<file path="src/rtl/serial_adder_ctrl_pkg.sv">
// Shared types for the bit-serial adder controller.
//   sa_state_t   : controller FSM states
//   SA_MAX_WIDTH : largest supported operand width
package serial_add_pkg;

  typedef enum logic [1:0] {
    IDLE = 2'd0,
    ADD  = 2'd1,
    DONE = 2'd2
  } sa_state_t;

  localparam int SA_MAX_WIDTH = 32;

endpackage

</file>
<file path="src/rtl/serial_adder_ctrl_if.sv">
// Host-side handshake bundle for serial_adder_ctrl.
//   start / a_in / b_in / cin : request and operands (host -> adder)
//   busy / done               : status (adder -> host)
//   sum_out / cout            : registered result (adder -> host)
// master = host side, slave = adder side.
interface serial_adder_ctrl_if #(
  parameter int WIDTH = 8
);
  logic             start;
  logic [WIDTH-1:0] a_in;
  logic [WIDTH-1:0] b_in;
  logic             cin;
  logic             busy;
  logic             done;
  logic [WIDTH-1:0] sum_out;
  logic             cout;

  modport master (
    output start, a_in, b_in, cin,
    input  busy, done, sum_out, cout
  );

  modport slave (
    input  start, a_in, b_in, cin,
    output busy, done, sum_out, cout
  );
endinterface

</file>
<file path="src/rtl/serial_adder_ctrl_full_adder.sv">
// One-bit full adder cell used as the serial bit-slice.
//   a, b, c : addend bits and carry-in
//   sum     : a ^ b ^ c
//   carry   : majority(a, b, c)
module full_adder (
  input  logic a,
  input  logic b,
  input  logic c,
  output logic sum,
  output logic carry
);
  assign sum   = a ^ b ^ c;
  assign carry = (a & b) | (a & c) | (b & c);
endmodule

</file>
<file path="src/rtl/serial_adder_ctrl.sv">
// Bit-serial adder controller: one full_adder cell walks two WIDTH-bit
// operands LSB first, one bit per clock, carry held in a flip-flop.
//   clk  : clock, all state on posedge
//   rst  : synchronous active-high reset
//   bus  : slave side of serial_adder_ctrl_if
//          start accepted in IDLE or DONE; busy high during ADD;
//          done pulses one cycle with sum_out/cout valid from that cycle.
module serial_adder_ctrl
  import serial_add_pkg::*;
#(
  parameter int WIDTH = 8
) (
  input  logic                clk,
  input  logic                rst,
  serial_adder_ctrl_if.slave  bus
);

  localparam int CNT_W = $clog2(WIDTH + 1);
  localparam logic [CNT_W-1:0] LAST = CNT_W'(WIDTH - 1);

  if (WIDTH < 1 || WIDTH > SA_MAX_WIDTH) begin : g_bad_width
    $error("serial_adder_ctrl: WIDTH out of range");
  end

  sa_state_t        state, state_nxt;
  logic [WIDTH-1:0] a_sh, b_sh, r_sh, r_nxt;
  logic             c_ff;
  logic [CNT_W-1:0] cnt;
  logic [WIDTH-1:0] sum_q;
  logic             cout_q, busy_q, done_q;
  logic             fa_s, fa_c;
  logic             load, last;

  full_adder u_fa (
    .a     (a_sh[0]),
    .b     (b_sh[0]),
    .c     (c_ff),
    .sum   (fa_s),
    .carry (fa_c)
  );

  // New sum bit enters at the MSB; after WIDTH shifts the LSB lands at bit 0.
  assign r_nxt = WIDTH'({fa_s, r_sh} >> 1);
  assign load  = bus.start && (state == IDLE || state == DONE);
  assign last  = (state == ADD) && (cnt == LAST);

  always_comb begin
    state_nxt = state;
    case (state)
      IDLE:    if (bus.start) state_nxt = ADD;
      ADD:     if (cnt == LAST) state_nxt = DONE;
      DONE:    state_nxt = bus.start ? ADD : IDLE;
      default: state_nxt = IDLE;
    endcase
  end

  always_ff @(posedge clk) begin
    if (rst) begin
      state  <= IDLE;
      a_sh   <= '0;
      b_sh   <= '0;
      r_sh   <= '0;
      c_ff   <= 1'b0;
      cnt    <= '0;
      sum_q  <= '0;
      cout_q <= 1'b0;
      busy_q <= 1'b0;
      done_q <= 1'b0;
    end else begin
      state  <= state_nxt;
      // Status flags registered from the next state so they line up with it.
      busy_q <= (state_nxt == ADD);
      done_q <= (state_nxt == DONE);
      if (load) begin
        a_sh <= bus.a_in;
        b_sh <= bus.b_in;
        c_ff <= bus.cin;
        cnt  <= '0;
      end else if (state == ADD) begin
        a_sh <= a_sh >> 1;
        b_sh <= b_sh >> 1;
        c_ff <= fa_c;
        r_sh <= r_nxt;
        cnt  <= cnt + CNT_W'(1);
        // Result registers only move on the edge entering DONE.
        if (last) begin
          sum_q  <= r_nxt;
          cout_q <= fa_c;
        end
      end
    end
  end

  assign bus.busy    = busy_q;
  assign bus.done    = done_q;
  assign bus.sum_out = sum_q;
  assign bus.cout    = cout_q;

endmodule

</file>
<file path="src/flat_wrapper.sv">
// flat-port wrapper written by rule: the top's interface ports become plain ports
module serial_adder_ctrl_flat import serial_add_pkg::*;
#(
  parameter int WIDTH = 8
)
  (clk, rst, bus_start, bus_a_in, bus_b_in, bus_cin, bus_busy, bus_done, bus_sum_out, bus_cout);
  serial_adder_ctrl_if #(.WIDTH(WIDTH)) bus_i ();
  input  logic clk;
  input  logic rst;
  input wire logic [$bits(bus_i.start)-1:0] bus_start;
  input wire logic [$bits(bus_i.a_in)-1:0] bus_a_in;
  input wire logic [$bits(bus_i.b_in)-1:0] bus_b_in;
  input wire logic [$bits(bus_i.cin)-1:0] bus_cin;
  output wire logic [$bits(bus_i.busy)-1:0] bus_busy;
  output wire logic [$bits(bus_i.done)-1:0] bus_done;
  output wire logic [$bits(bus_i.sum_out)-1:0] bus_sum_out;
  output wire logic [$bits(bus_i.cout)-1:0] bus_cout;
  assign bus_i.start = bus_start;
  assign bus_i.a_in = bus_a_in;
  assign bus_i.b_in = bus_b_in;
  assign bus_i.cin = bus_cin;
  assign bus_busy = bus_i.busy;
  assign bus_done = bus_i.done;
  assign bus_sum_out = bus_i.sum_out;
  assign bus_cout = bus_i.cout;
  serial_adder_ctrl #(.WIDTH(WIDTH)) u_core (.clk(clk), .rst(rst), .bus(bus_i));
endmodule
</file>
<file path="config.mk">
export PLATFORM = sky130hd
export DESIGN_NAME = serial_adder_ctrl_flat
export DESIGN_NICKNAME = d
export VERILOG_FILES = /design/src/rtl/serial_adder_ctrl_pkg.sv /design/src/rtl/serial_adder_ctrl_if.sv /design/src/rtl/serial_adder_ctrl_full_adder.sv /design/src/rtl/serial_adder_ctrl.sv /design/src/flat_wrapper.sv
export SDC_FILE = /design/constraint.sdc
export NUM_CORES = 1
export LEC_CHECK = 0
export ABC_AREA = 1
export CORE_MARGIN = 5
export CORE_UTILIZATION = 28
export CTS_BUF_LIST = sky130_fd_sc_hd__clkbuf_16
export DETAILED_ROUTE_END_ITERATION = 7
export PLACE_DENSITY = 0.5
export SLEW_MARGIN = 25
export SYNTH_ARGS = -nofsm -noshare
export SYNTH_HDL_FRONTEND = slang
export SYNTH_SLANG_ARGS = --single-unit
</file>
<file path="constraint.sdc">
create_clock -name clk -period 1.5 [get_ports clk]
set_clock_uncertainty 0.2 [all_clocks]
set_input_delay 0.3 -clock clk [delete_from_list [all_inputs] [get_ports clk]]
set_output_delay 0.3 -clock clk [all_outputs]
set_load 0.005 [all_outputs]
</file>
==> results of run 1 <==
-- layout by cell type (no fill, tap or decap) --
cell type and n:
clkbuf_16 5, nand3_1 30, dlygate4sd2_1 11, o21ai_0 20
inv_1 32, dlymetal6s2s_1 1, buf_4 14, inv_4 2
dfxtp_1 40, a21oi_1 17, fa_1 1, ha_4 1
nor2_2 2, nor2_1 38, inv_2 1, nand2_2 1
nand3_2 3, a21oi_2 2, dfxtp_2 1, nand2_4 2
nand2_1 43, clkinv_1 1, clkdlybuf4s50_1 18, buf_12 2
nor3_1 2, nor2_4 2
-- flip-flops by register name (all words and copies together), names as in the netlist --
signal              flops
u_core.cnt              4
u_core.r_sh             7
u_core.bus.done         1
u_core.b_sh             8
u_core.c_ff             1
u_core.bus.cout         1
u_core.state            2
u_core.a_sh             8
u_core.bus.busy         1
u_core.bus.sum_out      8
-- worst register-to-register path: stages (launching register included) --
cell,delay [ns]
dfxtp_2,0.34
buf_4,0.16
inv_4,0.06
nand2_4,0.07
nand2_2,0.17
inv_1,0.09
nor3_1,0.20
-- area by class of cell --
| type | instances | area share |
|---|---|---|
| Clock inverter | 2 | 0.00310 |
| Timing Repair Buffer | 46 | 0.179 |
| Multi-Input combinational cell | 164 | 0.332 |
| Inverter | 34 | 0.0547 |
| Tap cell | 77 | 0.0398 |
| Clock buffer | 5 | 0.0516 |
| Sequential cell | 41 | 0.339 |
-- layer usage --
| metal | GRT usage | vias up |
|---|---|---|
| met5 | 0 | - |
| met4 | 0.0367 | 0 |
| met3 | 0.0256 | 2 |
| met2 | 0.152 | 25 |
| met1 | 0.123 | 680 |
| li1 | - | 872 |
-- final timing paths --
kind	from	to	slack, ns	depth (start not counted)
hold reg to reg	u_core.r_sh[1]$_SDFFE_PP0P_	u_core.r_sh[1]$_SDFFE_PP0P_	0.26	2
setup / recovery	u_core.state[0]$_SDFF_PP0_	u_core.bus.busy$_SDFF_PP0_	0.12	6
hold / removal	u_core.r_sh[1]$_SDFFE_PP0P_	u_core.r_sh[1]$_SDFFE_PP0P_	0.26	2
setup reg to reg	u_core.state[0]$_SDFF_PP0_	u_core.bus.busy$_SDFF_PP0_	0.12	6
-- per-stage QoR --
stage / hold slack [ns] / total power, mW / util / worst slack [ns] / setup TNS [ns]
2_1_floorplan: 0.169 / 1.45 / - / 0.193 / 0
3_3_place_gp: 0.242 / 1.57 / 0.358 / -0.232 / -4.41
3_5_place_dp: 0.249 / 1.57 / 0.358 / -0.268 / -5.12
4_1_cts: 0.257 / 2.57 / 0.377 / 0.0282 / 0
5_1_grt: 0.272 / 2.67 / 0.382 / -0.00959 / -0.00959
6_report: 0.255 / 2.53 / 0.382 / 0.124 / 0
-- where the power goes --
| part | internal [mW] | switching, mW |
|---|---|---|
| logic | 0.166 | 0.185 |
| clock network | 0.594 | 0.383 |
| registers | 1.16 | 0.0404 |
| total | 1.92 | 0.609 |
-- cell families (layout without fill, tap and decap cells) --
kind of cell               after synthesis  in the layout  synth area share
DFF                                     41             41             0.447
adders and majority gates                2              2            0.0177
and+or+nand+nor                        122            123             0.297
buffers and inverters                   46             87             0.128
AOI/OAI and AO/OA                       39             39             0.111
-- what timing repair did --
action / CTS / global route
gates resized for setup: 11 / 6
endpoints found under the setup margin: 11 / 20
cloned: 0 / 1
pin swaps: 0 / 1
-- cells in the mapped netlist --
cell	number
nand2_1	43
dfxtp_1	41
nor2_1	39
inv_1	31
nand3_1	31
o21ai_0	20
a21oi_1	17
buf_2	3
buf_6	3
a21oi_2	2
buf_4	2
buf_8	2
clkbuf_1	2
inv_4	2
nand2_4	2
nand3_2	2
nor2_4	2
nor3_1	2
fa_1	1
ha_1	1
inv_2	1
nand2_2	1
==> impl_metrics.yaml, run 1 <==
global_routing:
  antenna_found_initial: 0
  overflow: 0
  grt_use_total: 0.0953
  grt_pass1_vias: 1494
  grt_pass1_wl_mm: 6.62
  grt_max_degree: 33
placed_design:
  post-place-cells: 361
  port-buffer-count: 30
  place.gp.congestion: 0.713
  place_hpwl_mm: 2.69
  post_dp_cell_area_um2: 2270
critical_path:
  critPathSlowestCell: "dfxtp_2"
  cp.arrival_ns: 1.36
  critPathBufInv: 3
  startpoint_type: "flop"
  crit_path_end_kind: "flop"
  crit_required_ns: 1.48
  criticalPathCategory: "reg -> reg"
  cp_cell_sequence: "buf_4, inv_4, nand2_4, nand2_2, inv_1, nor3_1"
  cpPeakStageDelay_ns: 0.34
  crit_family: "simple AND/OR/NAND/NOR gates"
  crit_fanout: 9
routing:
  drtIter0Drc: 56
  drtPass1Iterations: 4
  met3WireLength_um: 163
  route.met2.wl_mm: 1.73
  routed.top_layer: "met4"
  vias: 1579
  final_antenna_net_count: 0
  met1_length_mm: 1.86
  post_drt_wl_per_cell_um: 10.3
  wl_mm: 3.79
  drc: 0
  via_per_inst: 4.28
final_layout:
  area_growth_pct: 32.1
  regArea_um2: 822
  fillCellCount: 681
  drive_above_1_share: 0.130
  fin_area_um2: 2420
  multi_input_area_um2: 806
  nets: 314
  diodes: 0
  stdcell_count: 369
clock_network:
  worstSkewPairLatency_ns: 0.27
  cts_tree: "built"
  clk_pin_slew_ns: 0.06
  cts-root-buf: "clkbuf_16"
  cts_buffers: 5
  clock_path_buffers: 2
  hold_buffers: 0
  htree_num_levels: 2
  cts.sinks: 41
  cts_setup_buffers: 0
min_path:
  hold_path_class: "reg -> reg"
power_and_ir_drop:
  irDropWorstVdd_mv: 0.571
  power_density_nw_per_um2: 1040
  cellLeakagePower_nw: 1.09
synthesis:
  synthTopCellsByArea: "dfxtp_1 (45%), nand2_1 (8.8%), nand3_1 (8.5%)"
  synth.distinct_cells: 22
  synth_nets: 272
  synth_seq_cells: 41
  synth.top_cell.area_share: 0.447
  syn_inst: 250
  synth.avg_cell_area_um2: 7.34
  yosys_warnings: 0
  seq_area_frac_synth: 0.447
  synth_top_area_cell: "dfxtp_1"
  netlist_area_um2: 1830
sta:
  worst_pin_slew_ns: 0.208
  period_share: 0.918
  relSlewSlack: 0.861
  fin_crit_ns: 1.38
  slew_viol_final: 0
  fmax_mhz: 727
  hold_viol_final: 0
  finalSetupViolCount: 0
die:
  initial_core_util: 0.289
  chipWidth_um: 90.9
  die_h_um: 90.9
  fp-row-count: 29
  num_io_pins: 31
  core_um2: 6350
  dieArea_um2: 8270
job:
  maxCapViolCount: 0
status:
  status: "complete, no violations"
Power figures use the tool's default switching activity.
==> run 2: changes to the inputs <==
Settings changed: CELL_PAD_IN_SITES_DETAIL_PLACEMENT set to 0, CELL_PAD_IN_SITES_GLOBAL_PLACEMENT set to 1, PLACE_DENSITY 0.5 to 0.63.
==> run 2 against run 1 <==
  * Clock-buffer cell count unchanged
  * Combinational power increased by 3%
  * Sequential cell count unchanged
  * Fmax decreased by 0.79%
  * Power increased by 0.76%
  * Design area unchanged
  * Cell count decreased by 0.54%
  * Critical path depth increased by 1
  * Register-to-register slack about the same
  * Global-route usage increased by 0.87 points
  * Via count decreased by 0.63%
  * Largest power group unchanged
  * Sequential power about the same
==> impl_metrics.yaml, run 2 (synthesized netlist as in run 1, its figures left out) <==
status:
  status: "complete, no violations"
final_layout:
  stdcell_count: 367
  multi_input_area_um2: 802
  drive_above_1_share: 0.121
  diodes: 0
  regArea_um2: 821
  area_growth_pct: 32.1
  final_common_cell: "nand2_1"
  fillCellCount: 697
  final_cell_mix: "nand2_1 (43), dfxtp_1 (41), nor2_1 (39)"
  nets: 312
power_and_ir_drop:
  irDropWorstVdd_mv: 0.537
  cellLeakagePower_nw: 1.09
  power_density_nw_per_um2: 1050
  total_power_mw: 2.54
sta:
  slew_viol_final: 0
  rsz0062_at_grt: "yes"
  worst_pin_slew_ns: 0.243
  fmax_mhz: 721
  hold_viol_final: 0
  period_share: 0.925
  finalSetupViolCount: 0
  relSlewSlack: 0.837
  fin_crit_ns: 1.39
clock_network:
  clock_path_buffers: 2
  cts-root-buf: "clkbuf_16"
  hold_buffers: 0
  htree_num_levels: 2
  cts_buffers: 5
  worstSkewPairLatency_ns: 0.28
  cts.sinks: 41
  clk_pin_slew_ns: 0.06
  cts_tree: "built"
global_routing:
  overflow: 0
  grt_pass1_vias: 1565
  grt_pass1_wl_mm: 7.13
  grt_max_degree: 25
  antenna_found_initial: 0
  grt_use_total: 0.104
critical_path:
  crit_path_end_kind: "flop"
  criticalPathCategory: "reg -> reg"
  reg2reg_depth: 7
  cp.arrival_ns: 1.36
  crit_fanout: 6
  crit_required_ns: 1.48
  startpoint_type: "flop"
die:
  core_um2: 6350
  initial_core_util: 0.289
  die_h_um: 90.9
  chipWidth_um: 90.9
  fp-row-count: 29
  dieArea_um2: 8270
  num_io_pins: 31
routing:
  final_antenna_net_count: 0
  drtPass1Iterations: 4
  drc: 0
  wl_mm: 3.95
  via_per_inst: 4.28
  post_drt_wl_per_cell_um: 10.8
  vias: 1569
  drtIter0Drc: 47
min_path:
  holdPathStages: 2
  hold_path_class: "reg -> reg"
placed_design:
  post-place-cells: 358
  place_hpwl_mm: 2.80
  place.gp.congestion: 0.740
  port-buffer-count: 30
job:
  maxCapViolCount: 0
==> run 2: cell types whose count changed in the layout (fill, tap and decap cells not counted), moves of 2 or more <==
| cell | before | now |
|---|---|---|
| buf_4 | 14 | 12 |
| nor2_2 | 2 | 0 |
| o21ai_0 | 20 | 17 |
| o21ai_1 | 0 | 3 |
==> run 2: through the flow <==
step                      area [um^2]  setup slack, ns   util  hold WS (ns)  TNS (ns)
after floorplan                  1830            0.193      -         0.169         0
after global placement           2250           -0.258  0.355         0.243     -4.84
final                            2420            0.113  0.382         0.254         0
after global routing             2420         -0.00832  0.382         0.279   -0.0197
after CTS                        2390           0.0104  0.377         0.258         0
after detailed placement         2250           -0.298  0.355         0.250     -4.50
==> run 2: path summary, 6_finish.rpt <==
check / start / endpoint / slack [ns]
worst max-delay path: u_core.cnt[1]$_SDFFE_PP0N_ / u_core.bus.sum_out[0]$_SDFFE_PP0P_ / 0.11
worst min-delay path: u_core.r_sh[1]$_SDFFE_PP0P_ / u_core.r_sh[1]$_SDFFE_PP0P_ / 0.25
worst max register to register: u_core.cnt[1]$_SDFFE_PP0N_ / u_core.bus.sum_out[0]$_SDFFE_PP0P_ / 0.11
worst min register to register: u_core.r_sh[1]$_SDFFE_PP0P_ / u_core.r_sh[1]$_SDFFE_PP0P_ / 0.25
==> run 2: critical path: stages, from the launching register on <==
cell and delay, ns:
dfxtp_1 0.40, ha_4 0.17, nand3_2 0.11, nor2_4 0.13, buf_4 0.15, nand2_1 0.05
nand2_1 0.05, nor2_1 0.03
==> run 2: layer usage <==
metal | vias to the layer above | part of all wire | track usage
li1 | 863 | - | -
met1 | 675 | 0.51 | 0.136
met2 | 27 | 0.43 | 0.162
met3 | 4 | 0.051 | 0.0331
met4 | 0 | 0.011 | 0.0367
met5 | - | 0 | 0
==> run 2: final cells by class <==
class                   instances  share of cell area
multi-input cells             163               0.331
repair buffers                 45               0.181
flip-flops and latches         41               0.339
inverters                      34              0.0547
clock inverters                 2             0.00310
well taps                      77              0.0398
clock buffers                   5              0.0516
==> run 2: where the power goes <==
group / switching (mW) / internal [mW]
logic: 0.191 / 0.172
registers: 0.0386 / 1.16
clock network: 0.393 / 0.594
==> run 2: repair_timing <==
action / in CTS / in global routing
pin swaps: 1 / 1
setup endpoints to repair: 12 / 18
setup buffers: 1 / 1
resized for setup: 11 / 8
==> run 3: changes to the inputs <==
Settings changed: PLACE_DENSITY 0.63 to 0.68, SKIP_LAST_GASP set to 1.
Clock period 1.5 ns to 1.6 ns, I/O delays scaled along.
==> run 3 against run 2 <==
  * Combinational power down 12%
  * Non-clock buffer count decreased by 6
  * Largest power group unchanged
  * First-iteration DRC count decreased by 19%
  * Power down 6.0%
  * Routed wire length fell by 4.1%
  * Via count unchanged
  * Design area shrank 2.4%
  * Cell count down 1.4%
  * Worst setup slack gained 0.012 ns
  * Critical path depth fell by 1
  * Sequential share of layout area is 0.90 points higher
==> impl_metrics.yaml, run 3 (synthesized netlist as in run 1, its figures left out) <==
clock_network:
  clk_pin_slew_ns: 0.06
  hold_buffers: 0
  htree_num_levels: 2
  cts.sinks: 41
  cts_tree: "built"
  cts-root-buf: "clkbuf_16"
  cts_buffers: 5
  clock_path_buffers: 2
  worstSkewPairLatency_ns: 0.28
power_and_ir_drop:
  p_int_mw: 1.80
  combPwrFrac: 0.134
  seqPwrFrac: 0.468
  switching_power_uw: 594
  cellLeakagePower_nw: 1.07
  power_density_nw_per_um2: 1010
  irDropWorstVdd_mv: 0.637
  pwr-share-clk: 0.397
  total_power_mw: 2.39
  switching_share: 0.248
placed_design:
  post-place-ws_ns: -0.189
  place_hpwl_mm: 2.73
  place.gp.congestion: 0.681
  port-buffer-count: 30
sta:
  hold_slack_ns: 0.257
  fmax_mhz: 678
  hold_viol_final: 0
  period_share: 0.922
  finalSetupViolCount: 0
  slew_viol_final: 0
  rsz0062_at_grt: "no"
  fin_setup_tns_ns: 0
  worst_pin_slew_ns: 0.255
  relSlewSlack: 0.830
  fin_crit_ns: 1.48
  fin_ws_ns: 0.125
critical_path:
  setup.worst_path.end: "u_core.cnt[0]$_SDFFE_PP0N_"
  r2r_start: "u_core.state[0]$_SDFF_PP0_"
  worst-path-stages: 6
  cp.arrival_ns: 1.44
  worstReg2RegEnd: "u_core.a_sh[0]$_SDFFE_PP0P_"
  startpoint_type: "input pin"
  cpPeakStageDelay_ns: 0.54
  setup.worst_path.start: "bus_start"
  crit_family: "buffers and inverters"
  critPathBufInv: 2
  crit_path_end_kind: "flop"
  cp_cell_sequence: "clkdlybuf4s50_1, inv_1, nor2_4, nor2_1, o21ai_0, a21oi_1"
  crit_fanout: 10
  reg2reg_depth: 6
  crit_required_ns: 1.57
  criticalPathCategory: "in -> reg"
  critPathSlowestCell: "clkdlybuf4s50_1"
  regToRegSetupSlack_ns: 0.14
global_routing:
  grt_pass1_vias: 1504
  grt_use_total: 0.0981
  antenna_found_initial: 0
  overflow: 0
  grt_pass1_wl_mm: 6.69
  grt_max_degree: 33
final_layout:
  final_common_cell: "nand2_1"
  diodes: 0
  drive_above_1_share: 0.102
  area_growth_pct: 28.9
  utilization: 0.372
  nets: 306
  final_cell_mix: "nand2_1 (43), dfxtp_1 (40), nor2_1 (39)"
min_path:
  hold_path_class: "reg -> reg"
  hp-start: "u_core.r_sh[1]$_SDFFE_PP0P_"
routing:
  wl_mm: 3.79
  via_per_inst: 4.33
  drc: 0
  final_antenna_net_count: 0
  drtPass1Iterations: 4
  drtIter0Drc: 38
  vias: 1569
  post_drt_wl_per_cell_um: 10.5
die:
  chipWidth_um: 90.9
  dieArea_um2: 8270
  die_h_um: 90.9
  fp-row-count: 29
  core_um2: 6350
  initial_core_util: 0.289
  num_io_pins: 31
job:
  maxCapViolCount: 0
status:
  status: "complete, no violations"
-- run 3: layer usage --
metal | up-vias | part of all wire | track usage
li1 | 853 | - | -
met1 | 683 | 0.49 | 0.129
met2 | 26 | 0.44 | 0.151
met3 | 7 | 0.050 | 0.0256
met4 | 0 | 0.021 | 0.0440
met5 | - | 0 | 0
-- run 3: power by group through the flow --
stage / clock [mW] / sequential, mW / combinational (mW)
floorplan: 0 / 1.13 / 0.227
CTS: 0.984 / 1.12 / 0.330
global route: 1.02 / 1.13 / 0.372
global placement: 0 / 1.14 / 0.325
detailed placement: 0 / 1.14 / 0.329
finish: 0.951 / 1.12 / 0.321
-- run 3: worst min-delay path by stage --
stage | to | slack, ns | cells after the start
4_1_cts | u_core.r_sh[1]$_SDFFE_PP0P_ | 0.26 | 2
2_1_floorplan | u_core.a_sh[6]$_SDFFE_PP0P_ | 0.19 | 1
5_1_grt | u_core.bus.sum_out[5]$_SDFFE_PP0P_ | 0.29 | 2
3_3_place_gp | u_core.r_sh[1]$_SDFFE_PP0P_ | 0.24 | 2
3_5_place_dp | u_core.r_sh[1]$_SDFFE_PP0P_ | 0.25 | 2
6_report | u_core.r_sh[1]$_SDFFE_PP0P_ | 0.26 | 2
-- run 3: worst reg2reg max path, cell delays in order (launching register included) --
cell	delay, ns
dfxtp_1	0.44
buf_4	0.19
inv_4	0.04
nand2_4	0.09
nand2_2	0.14
o21ai_0	0.19
nor2_1	0.06
-- run 3: what timing repair did --
action / in CTS / in global routing
gates cloned: 0 / 0
gates resized for setup: 11 / 1
setup endpoints to repair: 11 / 1
buffers inserted: 0 / 0
pin swaps: 0 / 0
-- run 3: cell type report --
class                   instances  area, um^2
inverters                      34         133
clock inverters                 3        13.8
clock buffers                   5         125
well taps                      77        96.3
multi-input cells             163         779
repair buffers                 39         395
fillers                       688        3990
flip-flops and latches         41         822
-- run 3: stage by stage --
step	cells	instance area [um^2]
floorplan	250	1830
global placement	354	2230
detailed placement	354	2230
CTS	362	2360
global route	362	2360
finish	362	2360
